<file path="config.mk">
export PLATFORM = sky130hd
export DESIGN_NAME = adpll_ref_sweep_monitor
export DESIGN_NICKNAME = d
export VERILOG_FILES = /design/src/rtl/adpll_ref_sweep_monitor.sv
export SDC_FILE = /design/constraint.sdc
export NUM_CORES = 1
export LEC_CHECK = 0
export ABC_AREA = 1
export CORE_MARGIN = 2
export CORE_UTILIZATION = 42
export CTS_BUF_LIST = sky130_fd_sc_hd__clkbuf_16
export CTS_CLUSTER_SIZE = 20
export DETAILED_ROUTE_END_ITERATION = 16
export PLACE_DENSITY_LB_ADDON = 0.05
export SLEW_MARGIN = 20
export SYNTH_ARGS = -nofsm -noshare
export SYNTH_HDL_FRONTEND = slang
export SYNTH_SLANG_ARGS = --single-unit
</file>
<file path="constraint.sdc">
create_clock -name fpga_clk_i -period 4.47 [get_ports fpga_clk_i]
set_input_delay 0.894 -clock fpga_clk_i [delete_from_list [all_inputs] [get_ports fpga_clk_i]]
set_output_delay 0.894 -clock fpga_clk_i [all_outputs]
set_load 0.05 [all_outputs]
</file>
<file path="src/rtl/adpll_ref_sweep_monitor.sv">
// -----------------------------------------------------------------------------
// adpll_ref_sweep_monitor
//
// Reference generator and lock monitor used while bringing up an ADPLL.
// A phase accumulator advanced by tuning word K produces ref_clk_o. K is either
// static, swept as a sawtooth or triangle between two bounds, or frozen.
// The ADPLL's signed phase error is qualified into a lock flag, the time it
// took to lock and the peak error magnitude seen since K last changed.
//
// Ports
//   fpga_clk_i     in   1            clock for the accumulator and all state
//   reset_n_i      in   1            asynchronous active-low reset
//   enable_i       in   1            0 = idle, 1 = run
//   mode_i         in   2            00 static, 01 saw, 10 triangle, 11 hold
//   k_start_i      in   ACCUM_WIDTH  static K / sweep lower bound
//   k_stop_i       in   ACCUM_WIDTH  sweep upper bound
//   k_step_i       in   ACCUM_WIDTH  sweep increment
//   dwell_i        in   DWELL_WIDTH  clocks per K step, 0 = never step
//   error_i        in   ERR_WIDTH    two's complement phase error
//   error_valid_i  in   1            single-cycle strobe qualifying error_i
//   ref_clk_o      out  1            registered accumulator MSB
//   k_val_o        out  ACCUM_WIDTH  K currently applied
//   locked_o       out  1            lock qualified
//   lock_time_o    out  TIMER_WIDTH  clocks from last K change/unlock to lock
//   peak_err_o     out  ERR_WIDTH    max |error_i| since last K change
//   step_done_o    out  1            single-cycle pulse for each K update
// -----------------------------------------------------------------------------
module adpll_ref_sweep_monitor #(
  parameter int ACCUM_WIDTH = 12,
  parameter int ERR_WIDTH   = 8,
  parameter int LOCK_TOL    = 2,
  parameter int LOCK_COUNT  = 16,
  parameter int DWELL_WIDTH = 16,
  parameter int TIMER_WIDTH = 24
) (
  input  logic                   fpga_clk_i,
  input  logic                   reset_n_i,
  input  logic                   enable_i,
  input  logic [1:0]             mode_i,
  input  logic [ACCUM_WIDTH-1:0] k_start_i,
  input  logic [ACCUM_WIDTH-1:0] k_stop_i,
  input  logic [ACCUM_WIDTH-1:0] k_step_i,
  input  logic [DWELL_WIDTH-1:0] dwell_i,
  input  logic [ERR_WIDTH-1:0]   error_i,
  input  logic                   error_valid_i,
  output logic                   ref_clk_o,
  output logic [ACCUM_WIDTH-1:0] k_val_o,
  output logic                   locked_o,
  output logic [TIMER_WIDTH-1:0] lock_time_o,
  output logic [ERR_WIDTH-1:0]   peak_err_o,
  output logic                   step_done_o
);

  localparam int CNT_WIDTH = $clog2(LOCK_COUNT + 1);
  localparam logic [1:0] MODE_STATIC = 2'b00;
  localparam logic [1:0] MODE_SAW    = 2'b01;
  localparam logic [1:0] MODE_TRI    = 2'b10;

  typedef enum logic [1:0] {ST_IDLE, ST_SETTLE, ST_LOCKED, ST_STEP} state_t;

  state_t                 state_reg, state_next;
  logic [ACCUM_WIDTH-1:0] acc_reg, acc_next;
  logic                   ref_clk_reg;
  logic [ACCUM_WIDTH-1:0] k_val_reg, k_val_next;
  logic                   dir_reg, dir_next;          // 0 = up, 1 = down
  logic [DWELL_WIDTH-1:0] dwell_cnt_reg, dwell_cnt_next;
  logic [CNT_WIDTH-1:0]   lock_cnt_reg, lock_cnt_next;
  logic [TIMER_WIDTH-1:0] timer_reg, timer_next;
  logic [TIMER_WIDTH-1:0] lock_time_reg, lock_time_next;
  logic [ERR_WIDTH-1:0]   peak_reg, peak_next;
  logic                   locked_reg, locked_next;
  logic                   step_done_reg, step_done_next;

  // Helper terms shared by the FSM
  logic [ERR_WIDTH-1:0]   err_mag;
  logic                   err_in_tol;
  logic [ERR_WIDTH-1:0]   peak_upd;
  logic [TIMER_WIDTH-1:0] timer_inc;
  logic [CNT_WIDTH-1:0]   lock_cnt_inc;
  logic                   lock_reached;
  logic [DWELL_WIDTH:0]   dwell_cnt_inc;
  logic [DWELL_WIDTH:0]   dwell_last;
  logic                   dwell_active;
  logic                   dwell_hit;
  logic                   static_change;
  logic                   step_trigger;
  logic [ACCUM_WIDTH:0]   k_sum;
  logic [ACCUM_WIDTH:0]   k_floor;
  logic [ACCUM_WIDTH-1:0] k_new;
  logic                   dir_new;

  always_comb begin
    // Magnitude kept in ERR_WIDTH unsigned bits so the most negative code
    // maps to 2^(ERR_WIDTH-1) instead of overflowing.
    err_mag      = error_i[ERR_WIDTH-1] ? (~error_i + ERR_WIDTH'(1)) : error_i;
    err_in_tol   = (err_mag <= ERR_WIDTH'(LOCK_TOL));
    peak_upd     = (err_mag > peak_reg) ? err_mag : peak_reg;
    timer_inc    = (timer_reg == '1) ? timer_reg : timer_reg + TIMER_WIDTH'(1);
    lock_cnt_inc = lock_cnt_reg + CNT_WIDTH'(1);
    lock_reached = (lock_cnt_inc == CNT_WIDTH'(LOCK_COUNT));

    // The STEP cycle itself is the last clock of a dwell period, so the step
    // is requested when the incremented count reaches dwell_i-1. The >= keeps
    // the sweep moving if dwell_i is lowered below the running count.
    dwell_cnt_inc = {1'b0, dwell_cnt_reg} + (DWELL_WIDTH+1)'(1);
    dwell_last    = {1'b0, dwell_i} - (DWELL_WIDTH+1)'(1);
    dwell_active  = ((mode_i == MODE_SAW) || (mode_i == MODE_TRI)) && (dwell_i != '0);
    dwell_hit     = dwell_active && (dwell_cnt_inc >= dwell_last);
    static_change = (mode_i == MODE_STATIC) && (k_start_i != k_val_reg);
    step_trigger  = dwell_hit || static_change;

    // Next K, evaluated with the mode present during the STEP cycle.
    k_sum   = {1'b0, k_val_reg} + {1'b0, k_step_i};
    k_floor = {1'b0, k_start_i} + {1'b0, k_step_i};
    k_new   = k_val_reg;
    dir_new = dir_reg;
    if (mode_i == MODE_STATIC) begin
      k_new = k_start_i;
    end else if ((mode_i == MODE_SAW) || (mode_i == MODE_TRI)) begin
      if (k_start_i >= k_stop_i) begin
        k_new = k_start_i;
      end else if (k_step_i == '0) begin
        k_new = k_val_reg;
      end else if (mode_i == MODE_SAW) begin
        k_new = (k_sum > {1'b0, k_stop_i}) ? k_start_i : k_sum[ACCUM_WIDTH-1:0];
      end else if (!dir_reg) begin
        if (k_sum >= {1'b0, k_stop_i}) begin
          k_new   = k_stop_i;
          dir_new = 1'b1;
        end else begin
          k_new = k_sum[ACCUM_WIDTH-1:0];
        end
      end else begin
        if ({1'b0, k_val_reg} < k_floor) begin
          k_new   = k_start_i;
          dir_new = 1'b0;
        end else begin
          k_new = k_val_reg - k_step_i;
        end
      end
    end
  end

  // Next-state and datapath updates
  always_comb begin
    state_next     = state_reg;
    acc_next       = acc_reg + k_val_reg;
    k_val_next     = k_val_reg;
    dir_next       = dir_reg;
    dwell_cnt_next = dwell_cnt_reg;
    lock_cnt_next  = lock_cnt_reg;
    timer_next     = timer_reg;
    lock_time_next = lock_time_reg;
    peak_next      = peak_reg;
    locked_next    = locked_reg;
    step_done_next = 1'b0;

    case (state_reg)
      ST_SETTLE: begin
        timer_next = timer_inc;
        if (error_valid_i) begin
          peak_next     = peak_upd;
          lock_cnt_next = err_in_tol ? lock_cnt_inc : '0;
        end
        if (dwell_active) begin
          dwell_cnt_next = dwell_hit ? '0 : dwell_cnt_reg + DWELL_WIDTH'(1);
        end
        // A K change takes priority over a lock qualified on the same clock.
        if (step_trigger) begin
          state_next     = ST_STEP;
          step_done_next = 1'b1;
        end else if (error_valid_i && err_in_tol && lock_reached) begin
          state_next     = ST_LOCKED;
          locked_next    = 1'b1;
          lock_time_next = timer_inc;
          lock_cnt_next  = '0;
        end
      end
      ST_LOCKED: begin
        if (error_valid_i) begin
          peak_next = peak_upd;
        end
        if (dwell_active) begin
          dwell_cnt_next = dwell_hit ? '0 : dwell_cnt_reg + DWELL_WIDTH'(1);
        end
        if (step_trigger) begin
          state_next     = ST_STEP;
          step_done_next = 1'b1;
          locked_next    = 1'b0;
        end else if (error_valid_i && !err_in_tol) begin
          state_next    = ST_SETTLE;
          locked_next   = 1'b0;
          lock_cnt_next = '0;
          timer_next    = '0;
        end
      end
      ST_STEP: begin
        k_val_next     = k_new;
        dir_next       = dir_new;
        peak_next      = '0;
        timer_next     = '0;
        lock_cnt_next  = '0;
        dwell_cnt_next = '0;
        locked_next    = 1'b0;
        state_next     = ST_SETTLE;
      end
      default: begin
        state_next = ST_SETTLE;
      end
    endcase

    // Idle values apply both while idling and on the clock that leaves any
    // running state, so locked_o drops together with the state change.
    if (!enable_i || (state_reg == ST_IDLE)) begin
      acc_next       = '0;
      k_val_next     = k_start_i;
      dir_next       = 1'b0;
      dwell_cnt_next = '0;
      lock_cnt_next  = '0;
      timer_next     = '0;
      locked_next    = 1'b0;
      step_done_next = 1'b0;
      state_next     = enable_i ? ST_SETTLE : ST_IDLE;
    end
  end

  always_ff @(posedge fpga_clk_i or negedge reset_n_i) begin
    if (!reset_n_i) begin
      state_reg     <= ST_IDLE;
      acc_reg       <= '0;
      ref_clk_reg   <= 1'b0;
      k_val_reg     <= '0;
      dir_reg       <= 1'b0;
      dwell_cnt_reg <= '0;
      lock_cnt_reg  <= '0;
      timer_reg     <= '0;
      lock_time_reg <= '0;
      peak_reg      <= '0;
      locked_reg    <= 1'b0;
      step_done_reg <= 1'b0;
    end else begin
      state_reg     <= state_next;
      acc_reg       <= acc_next;
      ref_clk_reg   <= acc_reg[ACCUM_WIDTH-1];
      k_val_reg     <= k_val_next;
      dir_reg       <= dir_next;
      dwell_cnt_reg <= dwell_cnt_next;
      lock_cnt_reg  <= lock_cnt_next;
      timer_reg     <= timer_next;
      lock_time_reg <= lock_time_next;
      peak_reg      <= peak_next;
      locked_reg    <= locked_next;
      step_done_reg <= step_done_next;
    end
  end

  assign ref_clk_o   = ref_clk_reg;
  assign k_val_o     = k_val_reg;
  assign locked_o    = locked_reg;
  assign lock_time_o = lock_time_reg;
  assign peak_err_o  = peak_reg;
  assign step_done_o = step_done_reg;

endmodule
</file>
==> reports/results.tsv <==
stage	metric	value	unit
setup_path	CP max FO	13	
sta	unrepaired setup endpoints after global routing	no	
floorplanning	num ports	113	
pwr	Clk network pwr share	0.165	
routing	DR vias	11212	
synthesis	syn avg cell area	6.64	sq um
synthesis	number of flops mapped to enable cells by yosys	0	
pwr	switch share	0.470	
floorplanning	Die X	167	um
sta	Final Critical Period	4.14	ns
sta	final hold violation count	0	
hold_path	worst hold stages	0	
pwr	combinational power share	0.590	
floorplanning	starting density of the core	0.427	
sta	worst clock skew	0.0119	ns
routing	Via density	5.14	
finish	non-filler cells, final	2182	
pwr	P_int	2560	uW
synthesis	Synth Register Bits	107	
placement	routability cong.	0.928	
synthesis	Synth top area share	0.241	
sta	Slew @ Worst Pin	0.932	ns
clock_tree	Clock Sinks	107	
finish	Final Util	0.517	
sta	post-route setup TNS	0	ns
floorplanning	Die ar.	0.0278	sq mm
sta	fmax	242	MHz
sta	Slew Limit Fails	0	
setup_path	Reg2Reg Launch Point	dwell_cnt_reg[0]	
status	status	complete, no violations	
global_routing	global-route wire length before repair	55.4	mm
clock_tree	Clock Pin Slew Worst Setup and Hold Paths	0.08	ns
setup_path	required time of the critical path	4.72	ns
placement	Buffers on Ports	112	
clock_tree	htree depth	3	
synthesis	ys async rst share	1.00	
pwr	sw power	2270	uW
finish	final net count	2032	
placement	HPWL after detailed placement	27.2	mm
synthesis	top cell type by total area after synthesis	dfrtp_1	
routing	final wirelength	34.0	mm
clock_tree	Hold-fix buffers, CTS	0	
setup_path	Reg2Reg Depth	23	
setup_path	FF-to-FF End	lock_time_o[6]	
global_routing	vias in the first global route	10633	
setup_path	Crit path top cell by count	nand2_1	
synthesis	synth warn	0	
routing	drt wl/cell	15.6	um
routing	DRT Pass-1 Iters	5	
clock_tree	Max clock buf depth	2	
synthesis	mapped cell area	0.0111	sq mm
pwr	Seq pwr share	0.245	
clock_tree	CTS tree	yes	
setup_path	CP Data Arrival Time	4.39	ns
floorplanning	Die H	167	um
setup_path	Startpoint Class	primary input	
setup_path	critical path's slowest cell	clkdlybuf4s50_1	
floorplanning	Row Count	59	
finish	Synth-to-Final Area Change	21.3	%
synthesis	Cells after Synth	1675	
finish	share of layout cells above drive strength 1	0.0980	
pwr	P_leak	0.00696	uW
synthesis	most common cell in the netlist	nand2_1	
clock_tree	Num CTS Buffers	9	
pwr	worst vdd ir	0.282	mV
routing	Iter 0 DRT Violations	685	
synthesis	Synth area leaders	dfrtp_1, nand2_1, ha_1, inv_1, nor2_1	
setup_path	setup slack, reg-to-reg	0.58	ns
synthesis	synth unique cells	50	
global_routing	largest net degree at the start of global routing	69	
clock_tree	root buf cell	clkbuf_16	
global_routing	antenna violations before repair	0	
job	max-cap violations	0	
routing	ANT nets after route	0	
floorplanning	core region area	0.0261	sq mm
routing	number of remaining DRC errors	0	
sta	crit share post-route	0.926	
setup_path	Crit path largest cell delay	0.45	ns
hold_path	Hold Path End	ref_clk_o	
global_routing	total gr overflow	0	
finish	n_diodes	0	
synthesis	Main synth FF type	dfrtp_1	
pwr	Power Density	359	mW/mm^2
hold_path	Hold Path Class	reg -> reg	
setup_path	Crit Path Category	in -> reg	
sta	Slew headroom	0.379	
synthesis	syn_nets	1865	
placement	Placed Instances	2164	
hold_path	Hold Startpoint	acc_reg[11]	
clock_tree	worst skew pair latency	0.36	ns
sta	Setup violations, final	0	
synthesis	register area share after synthesis	0.241	
pwr	Tot Pwr	4840	uW
setup_path	crit end category	flop	
synthesis	top post-synthesis cells by count	nand2_1, inv_1, nor2_1, ha_1, dfrtp_1	
sta	hold slack final	0.395	ns
global_routing	GRT Util Overall	0.246	
critical path: cells and delay by family:
kind / cells / cell delay [ns]
xor gates and xnor gates: 1 / 0.15
and+or+nand+nor: 14 / 1.02
AOI/OAI and AO/OA: 4 / 0.61
buffers and inverters: 3 / 0.81
adders and majority gates: 3 / 0.90
per-stage QoR:
step	instance area, sq um	setup slack (ns)
after floorplan	11100	0.581
after global placement	13100	0.0228
after detailed placement	13100	-0.0981
after CTS	13400	0.243
after global routing	13500	0.00482
final	13500	0.330
how the worst max path moves through the flow:
| stage | start | to | slack (ns) | depth (start not counted) |
|---|---|---|---|---|
| after floorplan | k_step_i[0] | k_val_o[9] | 0.58 | 26 |
| after global placement | k_step_i[6] | k_val_o[11] | 0.02 | 25 |
| after detailed placement | k_step_i[0] | k_val_o[8] | -0.1 | 27 |
| after CTS | k_step_i[0] | k_val_o[8] | 0.24 | 27 |
| after global routing | k_step_i[0] | k_val_o[6] | 0.005 | 26 |
| final | k_step_i[0] | k_val_o[7] | 0.33 | 25 |
metal layers:
metal	global-route usage	share of wire	routed length, um
met5	0	0	0
met1	0.341	0.47	16000
met4	0.0802	0.028	942
met3	0.0354	0.055	1870
met2	0.396	0.45	15200
repair_timing:
| item | 4_1_cts | 5_1_grt |
|---|---|---|
| buffers inserted | 0 | 1 |
| resized for setup | 0 | 8 |
| setup endpoints to repair | 0 | 13 |
final cells by class:
cell class,instances,area (sq um)
well taps,335,419
repair buffers,202,1870
multi-input cells,1283,7320
fillers,2661,12600
clock inverters,7,65.1
clock buffers,9,225
flip-flops and latches,107,2680
inverters,239,897
cell usage in the layout (no fill, tap or decap), drive strengths merged, types with 4 or more instances in the layout:
cell,instances
clkinv,5
o21ai,75
ha,120
nor2,154
xor2,56
clkdlybuf4s50,111
dfrtp,107
nand3,102
nor3,21
a21oi,91
nand4,62
o21a,8
xnor2,29
nand2,516
nor4,7
clkbuf,10
fa,4
buf,90
o22ai,12
inv,240
a21o,4
power groups by stage:
stage	Sequential, uW	Combinational (uW)	Clock (uW)
4_1_cts	1190	2780	829
6_report	1190	2850	797
3_5_place_dp	1200	2760	0
2_1_floorplan	1370	1560	0
5_1_grt	1200	3170	861
3_3_place_gp	1200	2750	0
kinds of logic (layout without fill, tap and decap cells):
kind of cell             Yosys count  after routing  synth area share
AO/OA/AOI/OAI                    208            208             0.110
XOR/XNOR                          85             85            0.0690
adder cells (fa/ha/maj)          124            124             0.142
buffers and inverters            285            457             0.103
flip-flops                       107            107             0.241
AND/OR/NAND/NOR                  866            866             0.335
No activity file was read; power rests on OpenSTA's default activity.
